===== src/rtl/uart_pkg.sv =====
// Shared UART definitions: parity modes, frame FSM states and the parity helper.
// The matching receiver imports the same package.
package uart_pkg;

   localparam int unsigned PARITY_NONE   = 0;
   localparam int unsigned PARITY_ODD    = 1;
   localparam int unsigned PARITY_EVEN   = 2;
   localparam int unsigned MAX_DATA_BITS = 9;

   typedef enum logic [2:0] {
      StIdle,
      StStart,
      StData,
      StParity,
      StStop
   } uart_state_e;

   // Unused upper bits are zero, so they do not disturb the reduction.
   function automatic logic parity_bit(logic [MAX_DATA_BITS-1:0] data, int unsigned mode);
      logic p;
      p = 1'b0;
      if (mode == PARITY_ODD) begin
         p = ~^data;
      end else if (mode == PARITY_EVEN) begin
         p = ^data;
      end
      return p;
   endfunction

endpackage


===== src/rtl/uart_sync_fifo.sv =====
// Single-clock FIFO with occupancy count; push is ignored when full, pop when empty.
module uart_sync_fifo #(
   parameter int unsigned WIDTH = 8,
   parameter int unsigned DEPTH = 4
) (
   input  logic                     clk,
   input  logic                     rst,
   input  logic                     push_i,
   input  logic [WIDTH-1:0]         data_i,
   input  logic                     pop_i,
   output logic [WIDTH-1:0]         data_o,
   output logic                     full_o,
   output logic                     empty_o,
   output logic [$clog2(DEPTH):0]   count_o
);

   localparam int unsigned PtrW = $clog2(DEPTH);
   localparam int unsigned CntW = PtrW + 1;

   logic [WIDTH-1:0] mem_q [DEPTH];
   logic [PtrW-1:0]  wr_ptr_q, rd_ptr_q;
   logic [CntW-1:0]  count_q;
   logic             do_push, do_pop;

   assign full_o  = (count_q == CntW'(DEPTH));
   assign empty_o = (count_q == '0);
   assign do_push = push_i && !full_o;
   assign do_pop  = pop_i && !empty_o;
   assign data_o  = mem_q[rd_ptr_q];
   assign count_o = count_q;

   // Pointers wrap naturally because DEPTH is a power of two.
   always_ff @(posedge clk or posedge rst) begin
      if (rst) begin
         wr_ptr_q <= '0;
         rd_ptr_q <= '0;
         count_q  <= '0;
      end else begin
         if (do_push) wr_ptr_q <= wr_ptr_q + 1'b1;
         if (do_pop)  rd_ptr_q <= rd_ptr_q + 1'b1;
         if (do_push && !do_pop) begin
            count_q <= count_q + 1'b1;
         end else if (do_pop && !do_push) begin
            count_q <= count_q - 1'b1;
         end
      end
   end

   always_ff @(posedge clk) begin
      if (do_push) mem_q[wr_ptr_q] <= data_i;
   end

endmodule


===== src/rtl/uart_tx_fifo.sv =====
// UART transmitter behind a small input FIFO. Frame: start, data LSB first,
// optional parity, STOP_BITS stop bits; back-to-back frames have no idle gap.
module uart_tx_fifo
   import uart_pkg::*;
#(
   parameter int unsigned CLK_FREQ   = 100_000_000,
   parameter int unsigned BAUD_RATE  = 9600,
   parameter int unsigned DATA_BITS  = 8,
   parameter int unsigned PARITY     = 0,
   parameter int unsigned STOP_BITS  = 1,
   parameter int unsigned FIFO_DEPTH = 4
) (
   input  logic                          clk,
   input  logic                          rst,
   input  logic [DATA_BITS-1:0]          data_in,
   input  logic                          data_valid,
   output logic                          data_ready,
   output logic                          tx_out,
   output logic                          tx_busy,
   output logic [$clog2(FIFO_DEPTH):0]   fifo_count
);

   localparam int unsigned BitPeriod = CLK_FREQ / BAUD_RATE;
   localparam int unsigned BaudW     = (BitPeriod > 1) ? $clog2(BitPeriod) : 1;
   localparam int unsigned BitW      = $clog2(DATA_BITS + 1);

   if (BitPeriod < 2) begin : g_bad_baud
      $error("uart_tx_fifo: CLK_FREQ/BAUD_RATE must be at least 2");
   end
   if (DATA_BITS < 5 || DATA_BITS > MAX_DATA_BITS) begin : g_bad_data
      $error("uart_tx_fifo: DATA_BITS must be 5..9");
   end
   if (PARITY > PARITY_EVEN) begin : g_bad_parity
      $error("uart_tx_fifo: PARITY must be 0, 1 or 2");
   end
   if (STOP_BITS != 1 && STOP_BITS != 2) begin : g_bad_stop
      $error("uart_tx_fifo: STOP_BITS must be 1 or 2");
   end
   if (FIFO_DEPTH < 2 || (FIFO_DEPTH & (FIFO_DEPTH - 1)) != 0) begin : g_bad_depth
      $error("uart_tx_fifo: FIFO_DEPTH must be a power of two >= 2");
   end

   uart_state_e          state_q, state_d;
   logic [BaudW-1:0]     baud_q, baud_d;
   logic [BitW-1:0]      bit_q, bit_d;
   logic [DATA_BITS-1:0] shift_q, shift_d;
   logic                 par_q, par_d;
   logic                 tx_q, tx_d;
   logic                 load;
   logic                 baud_tick;
   logic                 fifo_push, fifo_pop, fifo_full, fifo_empty;
   logic [DATA_BITS-1:0] fifo_data;

   assign data_ready = !fifo_full;
   assign fifo_push  = data_valid && data_ready;
   assign baud_tick  = (baud_q == BaudW'(BitPeriod - 1));
   assign tx_out     = tx_q;
   assign tx_busy    = (state_q != StIdle);

   uart_sync_fifo #(
      .WIDTH (DATA_BITS),
      .DEPTH (FIFO_DEPTH)
   ) u_fifo (
      .clk     (clk),
      .rst     (rst),
      .push_i  (fifo_push),
      .data_i  (data_in),
      .pop_i   (fifo_pop),
      .data_o  (fifo_data),
      .full_o  (fifo_full),
      .empty_o (fifo_empty),
      .count_o (fifo_count)
   );

   always_comb begin
      state_d  = state_q;
      baud_d   = baud_q;
      bit_d    = bit_q;
      shift_d  = shift_q;
      par_d    = par_q;
      load     = 1'b0;
      fifo_pop = 1'b0;
      tx_d     = 1'b1;

      if (state_q == StIdle) begin
         baud_d = '0;
         load   = !fifo_empty;
      end else if (!baud_tick) begin
         baud_d = baud_q + 1'b1;
      end else begin
         baud_d = '0;
         bit_d  = '0;
         unique case (state_q)
            StStart:  state_d = StData;
            StData: begin
               if (bit_q == BitW'(DATA_BITS - 1)) begin
                  state_d = (PARITY != PARITY_NONE) ? StParity : StStop;
               end else begin
                  bit_d   = bit_q + 1'b1;
                  shift_d = shift_q >> 1;
               end
            end
            StParity: state_d = StStop;
            StStop: begin
               if (bit_q == BitW'(STOP_BITS - 1)) begin
                  load    = !fifo_empty;
                  state_d = StIdle;
               end else begin
                  bit_d = bit_q + 1'b1;
               end
            end
            default:  state_d = StIdle;
         endcase
      end

      // Popping straight into START keeps consecutive frames gap-free.
      if (load) begin
         fifo_pop = 1'b1;
         shift_d  = fifo_data;
         par_d    = parity_bit(MAX_DATA_BITS'(fifo_data), PARITY);
         state_d  = StStart;
      end

      unique case (state_d)
         StStart:  tx_d = 1'b0;
         StData:   tx_d = shift_d[0];
         StParity: tx_d = par_d;
         default:  tx_d = 1'b1;
      endcase
   end

   always_ff @(posedge clk or posedge rst) begin
      if (rst) begin
         state_q <= StIdle;
         baud_q  <= '0;
         bit_q   <= '0;
         shift_q <= '0;
         par_q   <= 1'b0;
         tx_q    <= 1'b1;
      end else begin
         state_q <= state_d;
         baud_q  <= baud_d;
         bit_q   <= bit_d;
         shift_q <= shift_d;
         par_q   <= par_d;
         tx_q    <= tx_d;
      end
   end

endmodule


===== config.mk =====
export PLATFORM = sky130hd
export DESIGN_NAME = uart_tx_fifo
export DESIGN_NICKNAME = d
export VERILOG_FILES = /design/src/rtl/uart_pkg.sv /design/src/rtl/uart_sync_fifo.sv /design/src/rtl/uart_tx_fifo.sv
export SDC_FILE = /design/constraint.sdc
export NUM_CORES = 1
export LEC_CHECK = 0
export CAP_MARGIN = 40
export CORE_ASPECT_RATIO = 2
export CORE_MARGIN = 8
export CORE_UTILIZATION = 57
export DETAILED_ROUTE_END_ITERATION = 7
export GPL_TIMING_DRIVEN = 1
export PLACE_DENSITY_LB_ADDON = 0.05
export SYNTH_ARGS = -nofsm -noshare
export SYNTH_HDL_FRONTEND = slang
export SYNTH_SLANG_ARGS = --single-unit
export TNS_END_PERCENT = 10

===== constraint.sdc =====
create_clock -name clk -period 5.6 [get_ports clk]
set_input_delay 1.68 -clock clk [delete_from_list [all_inputs] [get_ports clk]]
set_output_delay 1.68 -clock clk [all_outputs]
set_load 0.01 [all_outputs]

Yosys cells after proc, flatten, opt, wreduce, memory -nomap -nowiden
Memory sizes are Yosys's and may differ from the RTL's.
Cells that the tools add are included.
{ "op_classes": {"n_bitwise": 1, "reduce_logical": 18, "muxes": 27, "eq_ne": 12, "add_sub_neg": 6} }
{ "ops": {"columns": ["operator", "count"], "rows": [
  ["$mux 8", 5],
  ["$mux 14", 2],
  ["$mux 3", 7],
  ["$add 14x1->14 const B", 1],
  ["$eq 14x14->1 const B", 1],
  ["$eq 3x2->1 const B", 4],
  ["$pmux 3 s4", 1],
  ["$mux 1", 8],
  ["$mux 4", 2],
  ["$pmux 4 s2", 1],
  ["$eq 3x1->1 const B", 2],
  ["$eq 3x3->1 const B", 2],
  ["$logic_not 3->1", 2],
  ["$reduce_bool 2->1", 3],
  ["$logic_and 1x1->1", 5],
  ["$add 2x1->2 const B", 2],
  ["$add 4x1->4 const B", 1],
  ["$eq 4x3->1 const B", 1],
  ["$logic_not 1->1", 4],
  ["$logic_not 4->1", 1],
  ["$ne 2x2->1 const B", 2],
  ["$reduce_and 4->1", 1],
  ["$add 3x1->3 const B", 1],
  ["$pmux 1 s3", 1],
  ["4 further kinds", 4]
]} }
{ "totals": {"n_memories": 1, "word_cells": 75, "inputBits": 11, "mem_bits_rw": 32, "output_inout_bits": 6, "reg_bits": 38} }
{ "memory_table": {"columns": ["name", "depth", "word_bits", "rd", "rd_ports_with_merged_regs", "wr", "line_no", "text"], "rows": [
  ["u_fifo.mem_q", 4, 8, 1, 0, 1, "uart_sync_fifo.sv:20", "logic [WIDTH-1:0] mem_q [DEPTH];"]
]} }

Depth between registers and ports, before layout
{ "depth": {"depth_word": 11, "mapped_depth": 13, "depth_no_buf": 12} }

By module
A second synthesis with hierarchy kept.
{ "hier_totals": {"hier_cells": 257, "area_unflattened_um2": 3280.6} }
{ "modules_own_cells": {"columns": ["module", "area_per_inst_um2", "seq_area_each_um2", "cells_per_inst", "n_inst"], "rows": [
  ["uart_tx_fifo", 1687.9, 777.0, 179, 1],
  ["uart_sync_fifo", 1592.8, 1136.1, 78, 1]
]} }

Worst setup path before layout
No wires, ideal clock.
{ "synth_timing": {"path_kind": "input-to-reg", "from": "input port data_valid", "to": "register u_fifo.count_q[2] (netlist: u_fifo.count_o[2])", "t_arrival_ps": 2885, "n_path_buf": 0, "path_stages": 7, "setup_time_ps": 79, "t_required_ps": 5521, "slack_ps": 2635, "path_cell_list": "and2_0 ha_1 inv_1 fa_1 xor2_1 nor2_1 xor2_1"} }
{ "synth_via": {"elab_chain_cells": 5, "word_cells_on_any_way": 7, "cone_classes": "1 x mux; 6 x reduce/logical"} }
{ "synth_lines": {"columns": ["element", "line_no", "text"], "rows": [
  ["start, declared", "uart_tx_fifo.sv:16", "input logic data_valid,"],
  ["$logic_and 1x1->1 (*)", "uart_tx_fifo.sv:55", "assign fifo_push = data_valid && data_ready;"],
  ["$logic_and 1x1->1 (*)", "uart_sync_fifo.sv:27", "assign do_push = push_i && !full_o;"],
  ["$logic_not 1->1", "uart_sync_fifo.sv:43", "end else if (do_pop && !do_push) begin"],
  ["$logic_and 1x1->1", "uart_sync_fifo.sv:43", null],
  ["$reduce_bool 2->1 (no source line)", null, null],
  ["end signal, assigned", "uart_sync_fifo.sv:42", "count_q <= count_q + 1'b1;"],
  ["end signal, assigned", "uart_sync_fifo.sv:44", "count_q <= count_q - 1'b1;"],
  ["end, declared", "uart_sync_fifo.sv:22", "logic [CntW-1:0] count_q;"]
]} }
Every way passes the cells marked *; elsewhere a longest branch is shown, timed or not.
A chain may end at the register's enable or synchronous reset.

Worst setup path in the final report
{ "layout_timing": {"from": "register state_q[0]", "to": "output port tx_busy"} }
{ "layout_via": {"elab_chain_cells": 1} }
{ "layout_lines": {"columns": ["element", "line_no", "text"], "rows": [
  ["start, declared", "uart_tx_fifo.sv:43", "uart_state_e state_q, state_d;"],
  ["start signal, assigned", "uart_tx_fifo.sv:134", "state_q <= StIdle;"],
  ["start signal, assigned", "uart_tx_fifo.sv:141", "state_q <= state_d;"],
  ["$reduce_bool 3->1", "uart_tx_fifo.sv:58", "assign tx_busy = (state_q != StIdle);"],
  ["end, declared", "uart_tx_fifo.sv:19", "output logic tx_busy,"]
]} }
Every way passes these cells.

==> impl_metrics.json <==
{
  "synth-edff-count": 32,
  "utilization_pct": 66.1,
  "clkLatencyLatePin_ns": 0.34,
  "cts_buffers": 9,
  "synth_top_family_by_area": "simple AND/OR/NAND/NOR gates",
  "synth_compound_area_share_pct": 7.84,
  "hold_buffers": 0,
  "cts_max_level": 3,
  "max_freq_mhz": 276,
  "routed.top_layer": "met4",
  "end_kind": "primary output",
  "wl_met2_um": 2810,
  "drc_errors": 0,
  "synth.avg_cell_area_um2": 13.5,
  "yosys.area_share.xor_xnor_pct": 4.46,
  "cts.path.max_buffers": 2,
  "yosysSeqAreaShare_pct": 60.9,
  "hold_viol": 0,
  "ant_nets": 0,
  "synth_adder_area_share_pct": 3.82,
  "grt_setup_unrepaired": "false",
  "synth_flop_cell": "dfrtp_1",
  "hp-start": "baud_q[0]",
  "worstPathRequired_ns": 3.92,
  "start_util_pct": 58.5,
  "num_vias": 1829,
  "first_iter_violations": 96,
  "grt-ovfl-total": 0,
  "grt_start_max_net_pins": 39,
  "met3_length_um": 155,
  "cts_tree": "done",
  "place.detailed.hpwl_um": 3690,
  "cp_data_arrival_time_ns": 1.95,
  "outcome": "complete, no violations",
  "regToRegStartpoint": "baud_q[4]",
  "critPathLaunch": "state_q[0]",
  "yosysWarnings": 0,
  "place.gp.congestion": 0.808,
  "tns_ns": 0,
  "layout-drive-gt1-share_pct": 13.8,
  "combPwrFrac_pct": 14.1,
  "setup_violations": 0,
  "tightest_slew_ns": 0.581,
  "synthSimpleGateAreaFrac_pct": 14.1,
  "grt_pass1_vias": 1972,
  "p_int_mw": 0.906,
  "fp.dieArea_um2": 8290,
  "firstDrtPassIters": 4,
  "worst-setup-path-type": "register to primary output",
  "nets": 275,
  "drt_wl_total_um": 5170,
  "clkSinkCount": 70,
  "synth_nets": 253,
  "grt_usage_pct": 14.5,
  "max_slew_margin_pct": 61.3,
  "fp.dieH_um": 121,
  "p_leak_nw": 1.45,
  "syn_area_um2": 3140,
  "critical_path.max_fanout": 11,
  "core_um2": 5370,
  "ctsRootBufferMaster": "clkbuf_8",
  "swShare_pct": 24.9,
  "cts_resized": 0,
  "routed_via_density": 5.72,
  "io_buffers": 16,
  "post_drt_wl_per_cell_um": 16.2,
  "area_delta_synth_final_pct": 12.9,
  "grt_pass1_wl_um": 8920,
  "ir_drop_uv": 293,
  "netlist_instances": 233,
  "sequentialPowerShare_pct": 53.1,
  "grt_antenna_before_repair": 0,
  "diodes": 0,
  "skew_ns": 0.00496,
  "clk_pin_slew_ns": 0.07,
  "cp-start-kind": "register",
  "synth-async-reset-ratio_pct": 54.3,
  "post_cts_buffers": 0,
  "hp-class": "register to register",
  "synth_seq_cells": 70,
  "power_density_nw_per_um2": 340,
  "synthMuxAreaShare_pct": 6.41,
  "die_x_um": 68.5,
  "yosysUniqueCellTypes": 53,
  "met1_length_um": 2080,
  "drv_slew": 0,
  "power.switching_mw": 0.300,
  "clockPowerShare_pct": 32.8,
  "fin_crit_ns": 3.63,
  "post-route-period-util_pct": 64.8,
  "max_cap_violations": 0,
  "rows": 38,
  "num_io_pins": 17,
  "fin_total_pwr_mw": 1.21
}
layout make-up:
class,instances,area (um^2)
Timing Repair Buffer,17,168
Clock inverter,6,61.3
Inverter,12,45.0
Sequential cell,70,1910
Clock buffer,10,138
Tap cell,60,75.1
Multi-Input combinational cell,145,1150
Fill cell,430,1820
worst paths after layout:
path | to | slack [ns] | depth (start not counted)
setup / recovery | tx_busy | 1.97 | 3
setup reg to reg | u_fifo.count_o[1] | 2.22 | 8
max in group asynchronous | tx_out | 3.51 | 3
hold reg to reg | baud_q[0] | 0.49 | 1
min in group asynchronous | u_fifo.count_o[0] | 1.74 | 3
hold / removal | baud_q[0] | 0.49 | 1
flip-flops by register name, summed over array words and instances (netlist names), 2 cells and up:
name	cells
u_fifo.mem_q	32
baud_q	14
shift_q	8
bit_q	4
state_q	3
u_fifo.count_o	3
u_fifo.rd_ptr_q	2
u_fifo.wr_ptr_q	2
worst max-delay path, cell delays in order, from the launching register on:
cell	delay, ns
dfrtp_1	0.53
nor2_1	0.13
nand2_1	0.34
clkdlybuf4s50_1	0.62
metrics by stage:
stage	instance area (um^2)	instances	setup WS, ns	hold slack (ns)
floorplan	3140	233	2.64	0.448
global placement	3350	304	2.06	0.478
detailed placement	3350	304	1.97	0.483
CTS	3550	320	1.96	0.494
global route	3550	320	1.88	0.523
finish	3550	320	1.97	0.491
synthesized netlist by cell type, drive strengths merged (2+ instances only):
cell type	number	area, um^2
a21o	3	22.5
a21oi	6	33.8
a221o	5	50.1
a22o	2	17.5
and2	6	37.5
and3	7	43.8
buf	5	31.3
dfrtp	37	926
edfxtp	32	961
ha	8	100
inv	12	45.0
mux4	8	180
nand2	15	80.1
nand2b	3	26.3
nand3	8	40.0
nand4	5	31.3
nor2	18	75.1
o21ai	10	50.0
or3	4	25.0
or3b	2	17.5
xnor2	6	52.6
xor2	10	87.6
kinds of logic (layout without fill, tap and decap cells):
logic type / Yosys count / count (layout)
AOI/OAI and AO/OA: 34 / 34
buffers and inverters: 18 / 45
adders and majority gates: 9 / 9
DFF: 70 / 70
muxes: 10 / 10
xor gates and xnor gates: 16 / 16
and+or+nand+nor: 76 / 76
power by group through the flow:
stage          logic, mW  registers [mW]  clock network [mW]
5_1_grt            0.191           0.648               0.431
3_5_place_dp       0.175           0.652                   0
4_1_cts            0.175           0.642               0.411
3_3_place_gp       0.170           0.651                   0
6_report           0.170           0.641               0.396
2_1_floorplan      0.102           0.648                   0
layer usage:
layer,global-route usage (%),vias up
met5,0,-
met4,7.61,0
met3,4.53,11
met2,24.3,22
met1,15.3,903
li1,-,893
cell usage in the layout (no fill, tap or decap), types with 2 or more instances in the layout:
cell	instances
clkdlybuf4s50_1	16
a21o_1	3
xor2_1	10
a21oi_1	5
a221o_1	5
ha_1	8
nand3_1	8
nor2_1	17
inv_1	12
nand2_1	13
and3_1	7
nand2b_1	2
dfrtp_1	37
nand4_1	5
a22o_1	2
or3b_2	2
clkinv_2	3
mux4_2	8
or3_1	4
clkbuf_8	10
edfxtp_1	32
xnor2_1	6
o21ai_0	9
and2_1	5
Power figures use the tool's default switching activity.
